--- src/rtl/async_fourbc_pkg.sv ---
// Shared constants and helpers for the async_fourbc toggle-chain counter.
package async_fourbc_pkg;

  localparam int DEFAULT_WIDTH = 4;
  localparam int MAX_WIDTH     = 16;

  // True when the lowest n bits of vec are all ones (n = 0 yields true).
  function automatic logic all_ones(input logic [MAX_WIDTH-1:0] vec, input int n);
    logic r_ones;
    r_ones = 1'b1;
    for (int k = 0; k < MAX_WIDTH; k++) begin
      if (k < n) r_ones = r_ones & vec[k];
    end
    return r_ones;
  endfunction

endpackage

--- src/rtl/async_fourbc_tff.sv ---
// Single toggle flip-flop stage with synchronous active-high reset.
module tff_stage (
  input  logic clk,
  input  logic reset,
  input  logic tin,
  output logic q
);

  logic r_q;

  always_ff @(posedge clk) begin
    if (reset) r_q <= 1'b0;
    else       r_q <= r_q ^ tin;
  end

  assign q = r_q;

endmodule

--- src/rtl/async_fourbc.sv ---
// Synchronous binary up-counter built from a chain of toggle stages.
// Define ASYNC_FOURBC_TC_EN to add the combinational terminal-count output tc.
module async_fourbc
  import async_fourbc_pkg::*;
#(
  parameter int WIDTH = DEFAULT_WIDTH
) (
  input  logic             clk,
  input  logic             reset,
  input  logic             t,
  output logic [WIDTH-1:0] q
`ifdef ASYNC_FOURBC_TC_EN
  ,
  output logic             tc
`endif
);

  logic [WIDTH-1:0]     w_tin;
  logic [MAX_WIDTH-1:0] w_qExt;

  always_comb begin
    w_qExt           = '0;
    w_qExt[WIDTH-1:0] = q;
  end

  // Stage i toggles only when every lower stage is 1, giving ripple order without ripple delay.
  for (genvar i = 0; i < WIDTH; i++) begin : g_stage
    if (i == 0) begin : g_lsb
      assign w_tin[i] = t;
    end else begin : g_upper
      assign w_tin[i] = t & all_ones(w_qExt, i);
    end

    tff_stage u_tff (
      .clk   (clk),
      .reset (reset),
      .tin   (w_tin[i]),
      .q     (q[i])
    );
  end

`ifdef ASYNC_FOURBC_TC_EN
  assign tc = t & all_ones(w_qExt, WIDTH) & ~reset;
`endif

endmodule

--- config.mk ---
export PLATFORM = sky130hd
export DESIGN_NAME = async_fourbc
export DESIGN_NICKNAME = d
export VERILOG_FILES = /design/src/rtl/async_fourbc_pkg.sv /design/src/rtl/async_fourbc_tff.sv /design/src/rtl/async_fourbc.sv
export SDC_FILE = /design/constraint.sdc
export NUM_CORES = 1
export LEC_CHECK = 0
export ABC_CLOCK_PERIOD_IN_PS = 2620
export BUFFER_PORTS_ARGS = -buffer_cell sky130_fd_sc_hd__buf_4
export CORE_AREA = 4 4 41 43
export DETAILED_ROUTE_END_ITERATION = 7
export DIE_AREA = 0 0 45 47
export SLEW_MARGIN = 20
export SYNTH_ARGS = -nofsm -noshare
export SYNTH_HDL_FRONTEND = slang
export SYNTH_SLANG_ARGS = --single-unit
export TNS_END_PERCENT = 1
--- constraint.sdc ---
create_clock -name clk -period 2.62 [get_ports clk]
set_clock_uncertainty 0.2 [all_clocks]
set_input_delay 0.262 -clock clk [delete_from_list [all_inputs] [get_ports clk]]
set_output_delay 0.262 -clock clk [all_outputs]
set_load 0.005 [all_outputs]
==> results.ini <==
[synth]
ys_top_cells_by_area = dfxtp_1 (41%), buf_4 (15%), nor2b_1 (9.6%)
synth_top_area_share_pct = 41.0
synth_seq_cells = 4
ys_seq_area_share_pct = 41.0
syn_inst = 20
netlist_area_um2 = 195
yosysTopAreaCell = dfxtp_1
yosys_warnings = 0
synthDistinctLibCells = 10
syn_nets = 24
avgSynthCellArea_um2 = 9.76

[cells_and_area]
final_common_cell = buf_4
fin_nets = 31
largest_reg_flops = 4
syn2layout_area_growth_pct = 28.8
fill_cells = 159
regArea_um2 = 80.1
final_cell_mix = buf_4 (6), dfxtp_1 (4), nor2b_1 (3), nor2_1 (3), clkbuf_4 (3)
n_antenna_cell = 0
drive_gt1_share_pct = 40.0
multi_input_area_um2 = 85.1

[worst_setup_path]
arrival_ps = 750
cp-end-kind = output port
cp_slowest_cell = dfxtp_1
critPathTopFamily = flip-flops
r2r_start = g_stage[1].u_tff.q
cp_max_fo = 4
startpoint_type = flop
path_depth = 1
worstReg2RegEnd = g_stage[3].u_tff.q
crit_path_max_incr_delay_ps = 380
cp.required_ps = 2160
reg2reg_slack_ps = 1480
crit_chain = buf_4
cp-endpoint = q[1]
crit_buf_inv = 1
crit_type = reg -> out
rr_worst_depth = 2
crit_start = g_stage[1].u_tff.q

[clock_tree]
numCtsBuffers = 3
clk_pin_slew_ps = 40
clkSinkCount = 4
cts-htree-levels = 1
cts_tree = built
clk_path_buf_depth = 2
ctsResizeCount = 0
cts_setup_buffers = 0
cts-root-buf = clkbuf_4
hold_buffers = 0
clk_latency_ps = 230

[detailed_routing]
via_per_inst = 3.58
drc = 0
wirelength_um = 356
ant_nets = 0
drt_iter0_markers = 0
wl_per_cell_um = 8.90
vias = 143
firstDrtPassIters = 1

[die]
die-area_um2 = 2120
die_w_um = 45
core_um2 = 1300
rows = 13
ios = 7
die_h_um = 47
floorplan.initialDensity_pct = 15.0

[global_route]
grt_start_max_net_pins = 7
overflow = 0
grt_pass1_vias = 135
grt_pass1_wl_um = 558
antenna_found_initial = 0
grt_use_total_pct = 4.34

[min_path]
hold_class = in -> reg

[placement]
gp_congestion = 0.703
post-dp-hpwl_um = 273
io_buffer_count = 6

[timing]
fin_crit_sh_pct = 46.4
finalSetupViolations = 0
drv_slew = 0
setup-tns-final_ps = 0
fmax_mhz = 822
worst_pin_slew_ps = 158
grt_setup_unrepaired = no
slew-limit-headroom_pct = 89.4
hold_viol = 0
whs_ps = 39.3
timing.final.crit_period_ps = 1220

[run]
drv_cap = 0

[pwr]
powerDensity_nw_per_um2 = 640
vdd_drop_max_mv = 0.163
p_leak_nw = 0.114

[run_status]
status = complete, no violations

metal layers:
layer	share of wire, %	GRT usage (%)	up-vias	wire (µm)
met5	0	0	-	0
met1	44	4.08	59	156
met2	35	5.08	7	126
met3	14	2.68	4	49
li1	-	-	73	-
met4	6.7	7.02	0	24
where the power goes:
part | internal, mW | total [mW] | switching (mW)
Clock | 0.0513 | 0.0773 | 0.0260
Sequential | 0.0645 | 0.0680 | 0.00341
Combinational | 0.00968 | 0.0156 | 0.00597
Total | 0.126 | 0.161 | 0.0354
final cells by class:
type                            instances  share of cell area, %
Clock buffer                            3                   8.96
Timing Repair Buffer                    6                   17.9
Multi-Input combinational cell         12                   33.8
Tap cell                               15                   7.46
Sequential cell                         4                   31.8
per-stage QoR:
step | total power [mW] | instance area, µm² | std cells | util, % | worst slack, ps
3_3_place_gp | 0.0845 | 229 | 37 | 17.6 | 1490
2_1_floorplan | 0.0789 | 195 | 20 | - | 1540
4_1_cts | 0.164 | 251 | 40 | 19.3 | 1400
6_report | 0.161 | 251 | 40 | 19.3 | 1400
5_1_grt | 0.167 | 251 | 40 | 19.3 | 1380
3_5_place_dp | 0.0848 | 229 | 37 | 17.6 | 1480
synth_stat cells:
master and number:
nand4_1 1, mux2_2 1, nand3_1 1, dfxtp_1 4, nor2b_1 3, nor2_1 3, buf_4 4, mux2_1 1
ha_1 1, xnor2_1 1
kinds of logic after synthesis:
| kind of cell | after synthesis | synth area share [%] |
|---|---|---|
| xor gates and xnor gates | 1 | 4.49 |
| buffers and inverters | 4 | 15.4 |
| and+or+nand+nor | 8 | 21.2 |
| muxes | 2 | 11.5 |
| adders and majority gates | 1 | 6.41 |
| DFF | 4 | 41.0 |
how the worst min path moves through the flow:
stage / startpoint / endpoint / slack, ps / cells past startpoint
floorplan: reset / g_stage[0].u_tff.q / 130 / 1
global placement: reset / g_stage[1].u_tff.q / 270 / 2
detailed placement: reset / g_stage[0].u_tff.q / 280 / 2
CTS: reset / g_stage[0].u_tff.q / 30 / 2
global route: reset / g_stage[0].u_tff.q / 50 / 2
finish: reset / g_stage[0].u_tff.q / 40 / 2
No activity file was read; power rests on OpenSTA's default activity.
